### config.mk
export PLATFORM = sky130hd
export DESIGN_NAME = sc_button_conditioner
export DESIGN_NICKNAME = d
export VERILOG_FILES = /design/src/rtl/sc_button_conditioner.sv
export SDC_FILE = /design/constraint.sdc
export NUM_CORES = 1
export LEC_CHECK = 0
export CAP_MARGIN = 0
export CORE_MARGIN = 8
export CORE_UTILIZATION = 47
export DETAILED_ROUTE_END_ITERATION = 7
export GPL_ROUTABILITY_DRIVEN = 1
export SLEW_MARGIN = 30
export SYNTH_ARGS = -nofsm -noshare
export SYNTH_HDL_FRONTEND = slang
export SYNTH_SLANG_ARGS = --single-unit
### constraint.sdc
create_clock -name SC_STATEMACHINEGENERAL_CLOCK_50 -period 2.32 [get_ports SC_STATEMACHINEGENERAL_CLOCK_50]
set_input_delay 0.58 -clock SC_STATEMACHINEGENERAL_CLOCK_50 [delete_from_list [all_inputs] [get_ports SC_STATEMACHINEGENERAL_CLOCK_50]]
set_output_delay 0.58 -clock SC_STATEMACHINEGENERAL_CLOCK_50 [all_outputs]
set_load 0.05 [all_outputs]
### src/rtl/sc_button_conditioner.sv
// Debounces the raw active-low clear/load pushbuttons into clean synchronous levels.
// Optional mutual exclusion of the two channels: SC_BUTTONCONDITIONER_LOCKOUT_EN.
module sc_button_conditioner #(
    parameter int DEBOUNCE_CYCLES = 500000,
    parameter int CNT_WIDTH       = 19
) (
    input  logic SC_STATEMACHINEGENERAL_CLOCK_50,
    input  logic SC_STATEMACHINEGENERAL_RESET_InHigh,
    input  logic SC_BUTTONCONDITIONER_clearRaw_InLow,
    input  logic SC_BUTTONCONDITIONER_loadRaw_InLow,
    output logic SC_BUTTONCONDITIONER_clear_OutLow,
    output logic SC_BUTTONCONDITIONER_load_OutLow
);

    localparam logic [1:0] IDLE_HIGH  = 2'd0;
    localparam logic [1:0] WAIT_LOW   = 2'd1;
    localparam logic [1:0] STABLE_LOW = 2'd2;
    localparam logic [1:0] WAIT_HIGH  = 2'd3;

    localparam logic [CNT_WIDTH-1:0] CNT_ZERO = '0;
    localparam logic [CNT_WIDTH-1:0] CNT_ONE  = CNT_WIDTH'(1);
    localparam logic [CNT_WIDTH-1:0] CNT_LAST = CNT_WIDTH'(DEBOUNCE_CYCLES - 1);

    // Channel 0 is clear, channel 1 is load.
    logic [1:0]           raw;
    logic [1:0]           s1;
    logic [1:0]           s2;
    logic [1:0]           allow;
    logic [1:0]           outq;
    logic [1:0]           outNxt;
    logic [1:0]           state    [2];
    logic [1:0]           stateNxt [2];
    logic [CNT_WIDTH-1:0] cnt      [2];
    logic [CNT_WIDTH-1:0] cntNxt   [2];

    assign raw = {SC_BUTTONCONDITIONER_loadRaw_InLow,
                  SC_BUTTONCONDITIONER_clearRaw_InLow};

    always_ff @(posedge SC_STATEMACHINEGENERAL_CLOCK_50 or
                posedge SC_STATEMACHINEGENERAL_RESET_InHigh) begin
        if (SC_STATEMACHINEGENERAL_RESET_InHigh) begin
            s1 <= 2'b11;
            s2 <= 2'b11;
        end else begin
            s1 <= raw;
            s2 <= s1;
        end
    end

`ifdef SC_BUTTONCONDITIONER_LOCKOUT_EN
    logic clearEnter;

    // Clear has priority when both would start qualifying on the same edge.
    always_comb begin
        allow[0]   = outq[1] && (state[1] != WAIT_LOW);
        clearEnter = (state[0] == IDLE_HIGH) && !s2[0] && allow[0];
        allow[1]   = outq[0] && (state[0] != WAIT_LOW) && !clearEnter;
    end
`else
    assign allow = 2'b11;
`endif

    always_comb begin
        for (int i = 0; i < 2; i++) begin
            stateNxt[i] = state[i];
            cntNxt[i]   = cnt[i];
            outNxt[i]   = outq[i];
            case (state[i])
                IDLE_HIGH: begin
                    outNxt[i] = 1'b1;
                    cntNxt[i] = CNT_ZERO;
                    if (!s2[i] && allow[i]) begin
                        stateNxt[i] = WAIT_LOW;
                        cntNxt[i]   = CNT_ONE;
                    end
                end
                WAIT_LOW: begin
                    outNxt[i] = 1'b1;
                    if (s2[i]) begin
                        stateNxt[i] = IDLE_HIGH;
                        cntNxt[i]   = CNT_ZERO;
                    end else if (cnt[i] == CNT_LAST) begin
                        stateNxt[i] = STABLE_LOW;
                        cntNxt[i]   = CNT_ZERO;
                        outNxt[i]   = 1'b0;
                    end else begin
                        cntNxt[i] = cnt[i] + CNT_ONE;
                    end
                end
                STABLE_LOW: begin
                    outNxt[i] = 1'b0;
                    cntNxt[i] = CNT_ZERO;
                    if (s2[i]) begin
                        stateNxt[i] = WAIT_HIGH;
                        cntNxt[i]   = CNT_ONE;
                    end
                end
                WAIT_HIGH: begin
                    outNxt[i] = 1'b0;
                    if (!s2[i]) begin
                        stateNxt[i] = STABLE_LOW;
                        cntNxt[i]   = CNT_ZERO;
                    end else if (cnt[i] == CNT_LAST) begin
                        stateNxt[i] = IDLE_HIGH;
                        cntNxt[i]   = CNT_ZERO;
                        outNxt[i]   = 1'b1;
                    end else begin
                        cntNxt[i] = cnt[i] + CNT_ONE;
                    end
                end
                default: begin
                    stateNxt[i] = IDLE_HIGH;
                    cntNxt[i]   = CNT_ZERO;
                    outNxt[i]   = 1'b1;
                end
            endcase
        end
    end

    always_ff @(posedge SC_STATEMACHINEGENERAL_CLOCK_50 or
                posedge SC_STATEMACHINEGENERAL_RESET_InHigh) begin
        if (SC_STATEMACHINEGENERAL_RESET_InHigh) begin
            outq <= 2'b11;
            for (int i = 0; i < 2; i++) begin
                state[i] <= IDLE_HIGH;
                cnt[i]   <= CNT_ZERO;
            end
        end else begin
            outq <= outNxt;
            for (int i = 0; i < 2; i++) begin
                state[i] <= stateNxt[i];
                cnt[i]   <= cntNxt[i];
            end
        end
    end

    assign SC_BUTTONCONDITIONER_clear_OutLow = outq[0];
    assign SC_BUTTONCONDITIONER_load_OutLow  = outq[1];

endmodule
======== After elaboration in Yosys (flattened, before gate mapping) ========
Index checks and enable logic that the tools add are counted.
word-level totals
  flip-flop bits (word level) ............. 48
  bits in latches ......................... 0
  bits in writable memories ............... 0
  ROM bits ................................ 0
  output and inout port bits .............. 2
  logic and storage cells ................. 65
  memories ................................ 0
cells by class
  add/subtract/negate cells ............... 2
  $mul .................................... 0
  divide/modulo/power cells ............... 0
  order comparisons ....................... 0
  equality and inequality tests ........... 16
  shifts and indexed selects .............. 0
  multiplexer cells ....................... 36
  bitwise operators ....................... 0
  reductions and logical operators ........ 4
operators with widths
  operator                 number
  $pmux W19 S4             2
  $mux W19                 6
  $add A19 B1 Y19 const B  2
  $eq A19 B19 Y1 const B   2
  $mux W2                  12
  $pmux W2 S4              2
  $mux W1                  12
  $ne A3 B3 Y1 const B     4
  $eq A2 B2 Y1 const B     4
  $ne A2 B2 Y1 const B     4
  $pmux W1 S4              2
  $reduce_and A4 Y1        2
  $eq A2 B1 Y1 const B     2
  $logic_not A2 Y1         2

======== Longest topological paths before layout ========
Gate-level depths: netlist of the first run.
  depth in word-level cells ............... 4
  gate-level depth with buffers ........... 7
  depth with buffers taken out ............ 5

======== Worst setup path after synthesis of the first run ========
Ideal clock, no wire load.
  path kind ............................... register -> register
  start point ............................. reg cnt[0] (netlist name)
  end point ............................... reg cnt[18] (netlist name)
  setup time .............................. 0.078 ns
  arrival ................................. 1.727 ns
  data required time ...................... 2.242 ns
  setup slack ............................. 0.515 ns
  stages on the path, launching flop included .. 6
  buffers on the path ..................... 0
  clock period less this slack ............ 1.805 ns
  path through ............................ dfrtp_1 ha_1 nand4_2 or4_4 or3_1 a21oi_1
RTL lines
  element                           RTL line  RTL
  start: declaration                33        logic [CNT_WIDTH-1:0] cnt [2];
  start signal: indexed assignment  132       cnt[i] <= cntNxt[i];

======== Worst setup path after layout of the first run ========
  start point ............................. reg outq[0]
  end point ............................... out SC_BUTTONCONDITIONER_clear_OutLow
RTL lines
  element                   RTL line  RTL
  start: declaration        29        logic [1:0] outq;
  start signal: assignment  129       outq <= outNxt;
  end: declaration          11        output logic SC_BUTTONCONDITIONER_clear_OutLow,
No word-level cell between the ends.

==> results.py, run 1 <==
metrics = {
    "timing": {
        "slew_viol_final": 0,
        "hold_viol": 0,
        "worst_pin_slew_ns": 0.496,
        "relSlewSlack": 0.669,
        "whs_ns": 0.362,
        "finalCriticalPeriod_ns": 2.19,
        "fin_skew_ns": 0.00468,
        "max_freq_ghz": 0.456,
        "worst_slack_ns": 0.128,
        "finalSetupViolations": 0,
        "setup_tns_ns": 0,
        "period_share": 0.945,
        "grt_setup_unrepaired": "no",
    },
    "critical_path": {
        "cp-end-kind": "output port",
        "cp_num_buf_inv": 1,
        "critPathMaxStageDelay_ns": 0.79,
        "arrival_ns": 1.61,
        "critical-path-top-delay-family": "buffers and inverters",
        "cp-start-kind": "register",
        "required_ns": 1.74,
        "path_max_fanout": 1,
        "critical_path_class": "reg -> out",
        "cp_slowest_cell": "clkdlybuf4s50_1",
        "crit_chain": "clkdlybuf4s50_1",
    },
    "cells_and_area": {
        "fin_cells": 304,
        "syn_to_final_growth_pct": 10.7,
        "nets": 242,
        "diodes": 0,
        "n_fill_cell": 438,
        "drive_above_1_share": 0.135,
    },
    "clock_tree": {
        "ctsHoldBuffers": 0,
        "cts_tree": "done",
        "post_cts_buffers": 0,
        "cts_buffers": 5,
        "clock_latency_ns": 0.30,
        "clockBufferDepth": 2,
        "htreeDepth": 2,
        "cts.sink_count": 48,
        "root_buffer": "clkbuf_8",
        "post_cts_resized": 0,
        "cts.clk_slew.worst_paths_ns": 0.09,
    },
    "power_and_ir_drop": {
        "vdd_drop_max_uv": 485,
        "clkPwrFrac": 0.363,
        "internal-power_uw": 1110,
        "power.total_uw": 1430,
        "p_comb_frac": 0.038,
        "p_sw_frac": 0.224,
        "power.switching_uw": 322,
        "power_density_nw_per_um2": 555,
        "power_leakage_uw": 0.00101,
        "seqPwrFrac": 0.598,
    },
    "global_routing": {
        "grt_first_pass_wirelength_um": 7550,
        "grt_max_degree": 49,
        "gr-usage-all-layers": 0.128,
        "grt_pass1_vias": 1580,
        "antenna_found_initial": 0,
        "grt-ovfl-total": 0,
    },
    "synth": {
        "syn-cell-area_sq_um": 2340,
        "synthCells": 224,
        "synth_nets": 230,
        "synthFlopType": "dfrtp_1",
        "ys_seq_area_frac": 0.517,
        "ys_async_sr_fraction": 1.00,
        "ys_types": 40,
        "avgSynthCellArea_sq_um": 10.4,
        "yosysWarnings": 0,
        "synth_edf_count": 0,
        "ys_ff_latch": 48,
    },
    "job": {
        "drv_cap": 0,
    },
    "placed_design": {
        "gp_congestion": 0.833,
        "place_ws_ns": 0.389,
        "dp.cells": 296,
        "io_buffers": 5,
        "dp_hpwl_um": 3130,
    },
    "status": {
        "outcome": "finished, final reports clean",
    },
    "floorplan": {
        "die_y_um": 86.5,
        "ios": 6,
        "start_util": 0.491,
        "die-area_sq_um": 7480,
        "die_w_um": 86.5,
        "num_rows": 25,
        "core_area_sq_um": 4750,
    },
    "drt": {
        "vias_per_cell": 5.44,
        "drtIter0Drc": 105,
        "drt-total-wl_um": 4310,
        "ant_nets": 0,
        "drc": 0,
        "route.vias.total": 1655,
        "routedWlPerCell_um": 14.2,
        "drt-pass1-iter-count": 4,
    },
    "hold_path": {
        "holdCritPathClass": "reg -> reg",
    },
}
[stage by stage]
step / area (sq um) / utilization
2_1_floorplan: 2340 / -
3_3_place_gp: 2490 / 0.524
3_5_place_dp: 2490 / 0.524
4_1_cts: 2590 / 0.544
5_1_grt: 2590 / 0.544
6_report: 2590 / 0.544
[sequential cells by signal, summed over array words and instances (netlist names), named ones only]
| name | cells |
|---|---|
| state | 2 |
| outq | 2 |
| s2 | 2 |
| cnt | 38 |
| s1 | 2 |
[power groups by stage]
stage / combinational [uW] / clock [uW] / sequential [uW]
after CTS: 57.5 / 542 / 858
after global placement: 55.6 / 0 / 873
after floorplan: 35.5 / 0 / 872
after global routing: 64.8 / 571 / 860
after detailed placement: 57.2 / 0 / 874
final: 55.0 / 521 / 858
[layer usage]
layer | part of all wire | global-route usage
met5 | 0 | 0
met4 | 0.011 | 0.0469
met3 | 0.027 | 0.0284
met2 | 0.47 | 0.192
met1 | 0.50 | 0.176
[cell type report]
class	count	area, sq um	share of cell area
Clock buffer	6	82.6	0.0319
Clock inverter	2	13.8	0.00532
Inverter	9	33.8	0.0131
Multi-Input combinational cell	163	1070	0.414
Sequential cell	48	1210	0.467
Tap cell	67	83.8	0.0324
Timing Repair Buffer	9	92.6	0.0358
[synth_stat cells (all sizes together) (3+ instances only)]
cell   count  share of area
buf        4         0.0096
nand4     13          0.040
nand3     16          0.034
a21oi      6          0.013
nor2      36          0.058
inv        9          0.014
xor2      16          0.060
and4       5          0.020
or4        4          0.016
or3        5          0.013
nand2     10          0.016
o31ai      3          0.016
nor3       4         0.0086
dfrtp     42           0.45
nor4       7          0.025
dfstp      6          0.067
xnor2     13          0.049
o21ai      4         0.0086
[final timing paths]
kind,start,end,slack [ns],depth (start not counted)
worst max register to register,cnt[0]$_DFF_PP0_,outq[1]$_DFF_PP1_,0.36,5
min in group asynchronous,SC_STATEMACHINEGENERAL_RESET_InHigh,cnt[23]$_DFF_PP0_,0.63,3
worst min-delay path,s1[0]$_DFF_PP1_,s2[0]$_DFF_PP1_,0.36,0
worst min register to register,s1[0]$_DFF_PP1_,s2[0]$_DFF_PP1_,0.36,0
max in group asynchronous,SC_STATEMACHINEGENERAL_RESET_InHigh,outq[1]$_DFF_PP1_,1.42,3
worst max-delay path,outq[0]$_DFF_PP1_,SC_BUTTONCONDITIONER_clear_OutLow,0.13,1
[placed cells by master (no fill, tap or decap), types with 4 or more instances in the layout]
cell              n
a21oi_1           6
xnor2_1          13
nor3_1            4
inv_1             8
or3_1             5
dfrtp_1          42
xor2_1           16
dfstp_2           6
o21ai_0           4
nand3_1          16
clkdlybuf4s50_1   5
nand2_1          10
nand4_1          11
clkbuf_8          6
nor4_1            6
nor2_1           36
[kinds of logic after synthesis]
logic type,share of synthesized area
AO/OA/AOI/OAI,0.0536
XOR/XNOR,0.109
adder cells (fa/ha/maj),0.0107
buffers and inverters,0.0241
flip-flops,0.517
multiplexers,0.0182
AND/OR/NAND/NOR,0.267
No activity file was read; power rests on OpenSTA's default activity.
==> run 2, diff against run 1 <==
CORE_ASPECT_RATIO = 0.5   (was unset)
==> run 2 against run 1 <==
Non-clock buffer count up 2. Flip-flop and latch count unchanged. Sequential share of layout area about the same. First-iteration DRC count down 51%. Die area up 1.8%. Cell count up 1.6%. Fmax up 0.14%. Power down 2.7%. Largest power group unchanged. Clock-buffer cell count down 1.
==> results.py, run 2 (synthesis results as in run 1) <==
metrics = {
    "status": {
        "outcome": "finished, final reports clean",
    },
    "critical_path": {
        "required_ns": 1.74,
        "crit_path_end": "SC_BUTTONCONDITIONER_load_OutLow",
        "cp-end-kind": "output port",
        "cp_num_buf_inv": 1,
        "arrival_ns": 1.61,
        "crit_chain": "clkdlybuf4s50_1",
        "critical-path-top-delay-family": "buffers and inverters",
        "r2r_slack_ns": 0.36,
        "r2r_cells": 5,
        "cp-start-kind": "register",
        "critical_path_class": "reg -> out",
        "cp_slowest_cell": "clkdlybuf4s50_1",
        "path_depth": 1,
        "path_max_fanout": 1,
        "worstReg2RegEnd": "cnt[16]$_DFF_PP0_",
        "critPathMaxStageDelay_ns": 0.79,
        "crit_start": "outq[1]$_DFF_PP1_",
        "rr_startpoint": "cnt[0]$_DFF_PP0_",
    },
    "floorplan": {
        "start_util": 0.480,
        "num_rows": 18,
        "die_y_um": 65.9,
        "core_area_sq_um": 4860,
        "die_w_um": 116,
        "die-area_sq_um": 7620,
        "ios": 6,
    },
    "power_and_ir_drop": {
        "power_leakage_uw": 0.00101,
        "power_density_nw_per_um2": 540,
        "vdd_drop_max_uv": 246,
    },
    "drt": {
        "vias_per_cell": 5.29,
        "routedWlPerCell_um": 13.0,
        "ant_nets": 0,
        "drtIter0Drc": 51,
        "route.vias.total": 1636,
        "drc": 0,
        "drt-pass1-iter-count": 4,
        "drt-total-wl_um": 4020,
    },
    "global_routing": {
        "grt_max_degree": 27,
        "gr-usage-all-layers": 0.123,
        "grt_pass1_vias": 1678,
        "antenna_found_initial": 0,
        "grt_first_pass_wirelength_um": 7430,
        "globalRouteMet1Util": 0.146,
        "grt-busiest-layer": "met2",
        "grt-ovfl-total": 0,
        "met2_usage": 0.201,
        "gr-usage-met3": 0.0310,
    },
    "placed_design": {
        "gp_congestion": 0.807,
        "dp_hpwl_um": 2930,
        "place_ws_ns": 0.384,
        "io_buffers": 5,
    },
    "cells_and_area": {
        "drive_above_1_share": 0.142,
        "n_fill_cell": 449,
        "syn_to_final_growth_pct": 10.6,
        "largest_register_ff_count": 38,
        "nets": 244,
        "final_common_cell": "dfrtp_1",
        "final_cell_mix": "42 x dfrtp_1, 36 x nor2_1, 16 x nand3_1, 16 x xor2_1, 13 x xnor2_1",
        "ff_latch_area_sq_um": 1210,
        "largest_register": "cnt",
        "diodes": 0,
        "multi_input_area_sq_um": 1070,
    },
    "timing": {
        "period_share": 0.943,
        "hold_viol": 0,
        "relSlewSlack": 0.662,
        "worst_slack_ns": 0.131,
        "slew_viol_final": 0,
        "max_freq_ghz": 0.457,
        "fin_skew_ns": 0.00373,
        "finalCriticalPeriod_ns": 2.19,
        "finalSetupViolations": 0,
        "grt_setup_unrepaired": "no",
        "setup_tns_ns": 0,
        "worst_pin_slew_ns": 0.507,
    },
    "clock_tree": {
        "clock_latency_ns": 0.30,
        "htreeDepth": 2,
        "clockBufferDepth": 2,
        "root_buffer": "clkbuf_8",
        "cts_buffers": 5,
        "post_cts_buffers": 0,
        "ctsHoldBuffers": 0,
        "cts.clk_slew.worst_paths_ns": 0.08,
        "cts_tree": "done",
        "post_cts_resized": 0,
        "cts.sink_count": 48,
    },
    "hold_path": {
        "worstHoldStart": "s1[1]$_DFF_PP1_",
        "holdCritPathClass": "reg -> reg",
    },
    "job": {
        "drv_cap": 0,
    },
}
run 2: cell types whose count changed in the layout (fill, tap and decap cells not counted):
cell | previous run | this run
buf_12 | 1 | 0
buf_4 | 3 | 6
clkbuf_8 | 6 | 5
clkinv_2 | 1 | 2
clkinv_4 | 0 | 1
inv_6 | 1 | 0
run 2: worst register-to-register path, cell delays in order (launching register included):
cell,delay (ns)
dfrtp_1,0.41
ha_1,0.26
nand4_2,0.17
or4_4,0.58
or3_1,0.32
a21oi_1,0.15
run 2: report_power, final:
part	internal (uW)	total (uW)	leakage [uW]	switching [uW]
logic	19.2	53.8	0.000322	34.5
clock network	210	483	0.0000479	273
registers	849	858	0.000641	8.86
total	1080	1390	0.00101	317
run 2: how the worst min path moves through the flow:
stage	end	slack (ns)	depth (start not counted)
floorplan	s2[0]$_DFF_PP1_	0.35	0
global placement	s2[1]$_DFF_PP1_	0.35	0
detailed placement	s2[0]$_DFF_PP1_	0.35	0
CTS	s2[1]$_DFF_PP1_	0.36	0
global route	s2[1]$_DFF_PP1_	0.36	0
finish	s2[1]$_DFF_PP1_	0.36	0
run 2: through the flow:
stage / total power (uW) / cells / utilization / hold slack [ns] / cell area, sq um
global route: 1470 / 309 / 0.531 / 0.360 / 2580
detailed placement: 929 / 301 / 0.513 / 0.349 / 2500
floorplan: 907 / 224 / - / 0.345 / 2340
CTS: 1420 / 309 / 0.531 / 0.359 / 2580
global placement: 929 / 301 / 0.513 / 0.346 / 2500
finish: 1390 / 309 / 0.531 / 0.360 / 2580
run 2: final cells by class:
class                           count  area share
Clock buffer                        5      0.0266
Clock inverter                      3     0.00726
Inverter                            9      0.0131
Multi-Input combinational cell    163       0.415
Sequential cell                    48       0.468
Tap cell                           70      0.0339
Timing Repair Buffer               11      0.0368
run 2: routing by layer:
layer,wire length (um),vias to the layer above
met5,0,-
met4,79,0
met3,86,7
met2,1840,10
met1,2020,791
li1,-,828
==> run 3, diff against run 2 <==
clock period = 2.3 ns   (was 2.32 ns; I/O delays follow)
==> run 3 against run 2 <==
Critical path depth stayed put. Die area unchanged. Setup slack lost 0.017 ns. Power rose by 2.9%. Cell area unchanged. Combinational power up 2%. Critical path type unchanged. First-iteration DRC count rose by 25%. Register-to-register slack lost 0.02 ns.
==> results.py, run 3 (synthesis results as in run 1) <==
metrics = {
    "timing": {
        "setup_tns_ns": 0,
        "grt_setup_unrepaired": "no",
        "relSlewSlack": 0.666,
        "hold_viol": 0,
        "finalSetupViolations": 0,
        "finalCriticalPeriod_ns": 2.19,
        "max_freq_ghz": 0.457,
        "period_share": 0.950,
        "whs_ns": 0.354,
        "slew_viol_final": 0,
        "fin_skew_ns": 0.00364,
        "worst_pin_slew_ns": 0.500,
    },
    "cells_and_area": {
        "final_common_cell": "dfrtp_1",
        "syn_to_final_growth_pct": 10.6,
        "largest_register_ff_count": 38,
        "diodes": 0,
        "nets": 242,
        "fin_util": 0.531,
        "drive_above_1_share": 0.127,
        "largest_register": "cnt",
        "final_cell_mix": "42 x dfrtp_1, 36 x nor2_1, 16 x nand3_1, 16 x xor2_1, 13 x xnor2_1",
        "fin_cells": 307,
    },
    "global_routing": {
        "antenna_found_initial": 0,
        "grt-ovfl-total": 0,
        "grt_pass1_vias": 1604,
        "grt_first_pass_wirelength_um": 7320,
        "grt_max_degree": 49,
        "gr-usage-all-layers": 0.120,
    },
    "power_and_ir_drop": {
        "power_leakage_uw": 0.00100,
        "vdd_drop_max_uv": 258,
        "power_density_nw_per_um2": 555,
        "power.total_uw": 1430,
    },
    "critical_path": {
        "arrival_ns": 1.61,
        "critical-path-top-delay-family": "buffers and inverters",
        "r2r_slack_ns": 0.34,
        "critical_path_class": "reg -> out",
        "path_max_fanout": 1,
        "critPathMaxStageDelay_ns": 0.79,
        "cp-start-kind": "register",
        "cp_slowest_cell": "clkdlybuf4s50_1",
        "cp-end-kind": "output port",
        "required_ns": 1.73,
        "crit_chain": "clkdlybuf4s50_1",
        "cp_num_buf_inv": 1,
    },
    "clock_tree": {
        "htreeDepth": 2,
        "ctsHoldBuffers": 0,
        "clock_latency_ns": 0.30,
        "cts_buffers": 5,
        "cts_tree": "done",
        "clockBufferDepth": 2,
        "post_cts_resized": 0,
        "root_buffer": "clkbuf_8",
        "cts.clk_slew.worst_paths_ns": 0.08,
        "post_cts_buffers": 0,
        "cts.sink_count": 48,
    },
    "drt": {
        "routedWlPerCell_um": 13.2,
        "drt-pass1-iter-count": 4,
        "drtIter0Drc": 64,
        "route.vias.total": 1653,
        "drc": 0,
        "vias_per_cell": 5.38,
        "ant_nets": 0,
        "drt-total-wl_um": 4070,
    },
    "floorplan": {
        "start_util": 0.480,
        "num_rows": 18,
        "core_area_sq_um": 4860,
        "die_y_um": 65.9,
        "die_w_um": 116,
        "ios": 6,
        "die-area_sq_um": 7620,
    },
    "hold_path": {
        "holdCritPathClass": "reg -> reg",
    },
    "placed_design": {
        "dp_hpwl_um": 2820,
        "io_buffers": 5,
        "dp.cells": 299,
        "gp_congestion": 0.806,
    },
    "status": {
        "outcome": "finished, final reports clean",
    },
    "job": {
        "drv_cap": 0,
    },
}
-- run 3: changes by cell type in the layout (fill, tap and decap cells not counted), sizes merged --
cell,before,now
buf,6,4
clkinv,3,0
clkbuf,5,8
-- run 3: metrics by stage --
step | setup WS (ns) | area, sq um
2_1_floorplan | 0.495 | 2340
3_3_place_gp | 0.423 | 2490
3_5_place_dp | 0.369 | 2490
4_1_cts | 0.0967 | 2580
5_1_grt | 0.0794 | 2580
6_report | 0.114 | 2580
-- run 3: final cells by class --
class	instances	area (sq um)
well taps	70	87.6
fillers	439	2280
inverters	9	33.8
multi-input cells	163	1070
flip-flops and latches	48	1210
clock buffers	8	90.1
repair buffers	9	92.6
-- run 3: path summary, 6_finish.rpt --
path                                                      from                                to  cells after the start
max reg2reg                                   cnt[0]$_DFF_PP0_                 cnt[16]$_DFF_PP0_                      5
min reg2reg                                    s1[1]$_DFF_PP1_                   s2[1]$_DFF_PP1_                      0
max in group asynchronous  SC_STATEMACHINEGENERAL_RESET_InHigh                   s1[0]$_DFF_PP1_                      3
max                                          outq[1]$_DFF_PP1_  SC_BUTTONCONDITIONER_load_OutLow                      1
min                                            s1[1]$_DFF_PP1_                   s2[1]$_DFF_PP1_                      0
min in group asynchronous  SC_STATEMACHINEGENERAL_RESET_InHigh        asynchronous set/reset pin                      3
-- run 3: report_power, final --
part	leakage (uW)	switching (uW)	total, uW	internal [uW]
combinational	0.000317	35.4	55.0	19.7
clock	0.0000455	269	515	246
sequential	0.000641	8.64	865	856
-- run 3: routing by layer --
| layer | vias to the layer above | global-route usage | share of wire |
|---|---|---|---|
| met2 | 16 | 0.194 | 0.46 |
| met1 | 805 | 0.154 | 0.50 |
| li1 | 825 | - | - |
| met3 | 7 | 0.0301 | 0.024 |
| met4 | 0 | 0.0432 | 0.014 |
| met5 | - | 0 | 0 |
==> variant, RTL diff (flow settings as in run 1) <==
Add an input register stage for `SC_BUTTONCONDITIONER_clearRaw_InLow` and `SC_BUTTONCONDITIONER_loadRaw_InLow`, with the module's reset; this delays them by one clock.
--- a/src/rtl/sc_button_conditioner.sv
+++ b/src/rtl/sc_button_conditioner.sv
@@ -21,6 +21,19 @@
     localparam logic [CNT_WIDTH-1:0] CNT_ONE  = CNT_WIDTH'(1);
     localparam logic [CNT_WIDTH-1:0] CNT_LAST = CNT_WIDTH'(DEBOUNCE_CYCLES - 1);
 
+    logic SC_BUTTONCONDITIONER_clearRaw_InLow_q;
+    logic SC_BUTTONCONDITIONER_loadRaw_InLow_q;
+
+    always_ff @(posedge SC_STATEMACHINEGENERAL_CLOCK_50 or posedge SC_STATEMACHINEGENERAL_RESET_InHigh) begin
+        if (SC_STATEMACHINEGENERAL_RESET_InHigh) begin
+            SC_BUTTONCONDITIONER_clearRaw_InLow_q <= '0;
+            SC_BUTTONCONDITIONER_loadRaw_InLow_q  <= '0;
+        end else begin
+            SC_BUTTONCONDITIONER_clearRaw_InLow_q <= SC_BUTTONCONDITIONER_clearRaw_InLow;
+            SC_BUTTONCONDITIONER_loadRaw_InLow_q  <= SC_BUTTONCONDITIONER_loadRaw_InLow;
+        end
+    end
+
     // Channel 0 is clear, channel 1 is load.
     logic [1:0]           raw;
     logic [1:0]           s1;
@@ -33,8 +46,8 @@
     logic [CNT_WIDTH-1:0] cnt      [2];
     logic [CNT_WIDTH-1:0] cntNxt   [2];
 
-    assign raw = {SC_BUTTONCONDITIONER_loadRaw_InLow,
-                  SC_BUTTONCONDITIONER_clearRaw_InLow};
+    assign raw = {SC_BUTTONCONDITIONER_loadRaw_InLow_q,
+                  SC_BUTTONCONDITIONER_clearRaw_InLow_q};
 
     always_ff @(posedge SC_STATEMACHINEGENERAL_CLOCK_50 or
                 posedge SC_STATEMACHINEGENERAL_RESET_InHigh) begin
Check against the original RTL: no difference found for any inputs over 10 cycles, from zero or initial values and one cycle with SC_STATEMACHINEGENERAL_RESET_InHigh high; that may be too few to reach the edited logic, so the function may still have changed.
==> variant against run 1 <==
Via count is 2.6% higher; synthesized area is 2.1% higher; sequential cell count is 2 higher; synthesized cell count is 0.89% higher; design area is 4.5% higher; fmax hardly changed; total power is 18% higher; clock power is 43% higher; routed wire length is 1.4% higher; cell count is 2.3% higher; setup slack better by 1.2 ps; clock skew is 1.3 ps higher; largest power group unchanged; highest routed layer unchanged.
==> variant: results (changes against run 1) <==
{| class="wikitable"
! Metric !! Value
|-
| VDD IR max || 0.0003517 V (-28%)
|-
| Share of the synthesized area in compound gates (AO/OA/AOI/OAI) || 0.05244 (-0.001123)
|-
| Adder-cell share of the synthesized area || 0.01049 (-0.0002247)
|-
| Share of cell area taken by muxes after synthesis || 0.01783 (-0.0003820)
|-
| Sequential element share of the synthesized area || 0.5275 (+0.01012)
|-
| Via count of the routed design || 1,698 (+2.6%)
|-
| Count of routing violations after the opening detailed-route iteration || 91 (-13%)
|-
| Largest net degree at the start of global routing || 34 (-31%)
|-
| Final #Nets || 246 (+1.7%)
|-
| Worst-case clock skew || 5.999 ps (+1.314 ps)
|-
| Dominant cells by area after synthesis || dfrtp_1, dfstp_2, xor2_1, nor2_1, xnor2_1
|-
| Gate count after technology mapping || 226 (+0.89%)
|-
| Headroom to the max-slew limit || 0.6718 (+0.003195)
|-
| Ratio of cells with drive above 1 in the final layout || 0.1411 (+0.006058)
|-
| Global-route wire length before repair || 7852 um (+4.0%)
|-
| Clock latency of the later-clocked register in the worst-skew pair || 300 ps (about the same)
|-
| Post-detailed-placement cell area || 2559 um^2 (+2.8%)
|-
| Total track usage || 0.1302 (+0.002154)
|-
| Post_cts resized || 0 (unchanged)
|-
| Post-detail-place hpwl || 3138 um (+0.39%)
|-
| Via density || 5.460 (+0.29%)
|-
| Top cells by count, synth || dfrtp_1, nor2_1, nand3_1, xor2_1, xnor2_1
|-
| RePlAce Congestion || 0.8161 (-2.1%)
|-
| Largest delay contributor family on the critical path || buffers and inverters
|-
| Placed insts || 303 (+2.4%)
|-
| Leakage power || 1.062 nW (+5.1%)
|-
| Status || finished clean
|-
| Power share of the combinational group || 0.033 (-0.005)
|}
==> variant: power by group through the flow <==
stage,logic (W),registers [W],clock network (W)
final,0.0000565,0.000895,0.000744
after global routing,0.0000660,0.000897,0.000801
after CTS,0.0000589,0.000895,0.000767
after detailed placement,0.0000584,0.000912,0
after global placement,0.0000589,0.000911,0
after floorplan,0.0000360,0.000909,0
==> variant: layout make-up <==
type	count	area, um^2
Clock buffer	6	82.58
Clock inverter	2	60.06
Fill cell	476	2308
Inverter	9	33.78
Multi-Input combinational cell	163	1071
Sequential cell	50	1259
Tap cell	70	87.58
Timing Repair Buffer	11	107.6
==> variant: logic make-up (layout without fill, tap and decap cells) <==
kind of cell             after synthesis  count (layout)
AO/OA/AOI/OAI                         18              18
buffers and inverters                 13              28
XOR/XNOR                              29              29
adder cells (fa/ha/maj)                2               2
multiplexers                           4               4
AND/OR/NAND/NOR                      110             110
flip-flops                            50              50
==> variant: through the flow <==
stage               worst slack [ps]  total power [W]  hold WS, ps
floorplan                      515.0        0.0009454        333.0
global placement               442.7        0.0009703        335.8
detailed placement             399.2        0.0009705        341.8
CTS                            113.3         0.001721        362.7
global route                   86.51         0.001764        368.3
finish                         129.4         0.001696        360.7
==> variant: worst paths after layout <==
path                       slack, ps                                start  cells past startpoint                                to
min in group asynchronous        570  SC_STATEMACHINEGENERAL_RESET_InHigh                      2                          state[0]
setup reg to reg                 370                               cnt[0]                      5                           outq[1]
max in group asynchronous       1170  SC_STATEMACHINEGENERAL_RESET_InHigh                      3                           outq[0]
hold / removal                   360                                s1[0]                      0                             s2[0]
hold reg to reg                  360                                s1[0]                      0                             s2[0]
setup / recovery                 130                              outq[1]                      1  SC_BUTTONCONDITIONER_load_OutLow
==> variant: per-layer routing <==
layer	global-route usage	vias up	wire, um
met1	0.1852	834	2321
li1	-	829	-
met4	0.04219	0	49
met3	0.03113	7	141
met5	0	-	0
met2	0.1873	28	1857
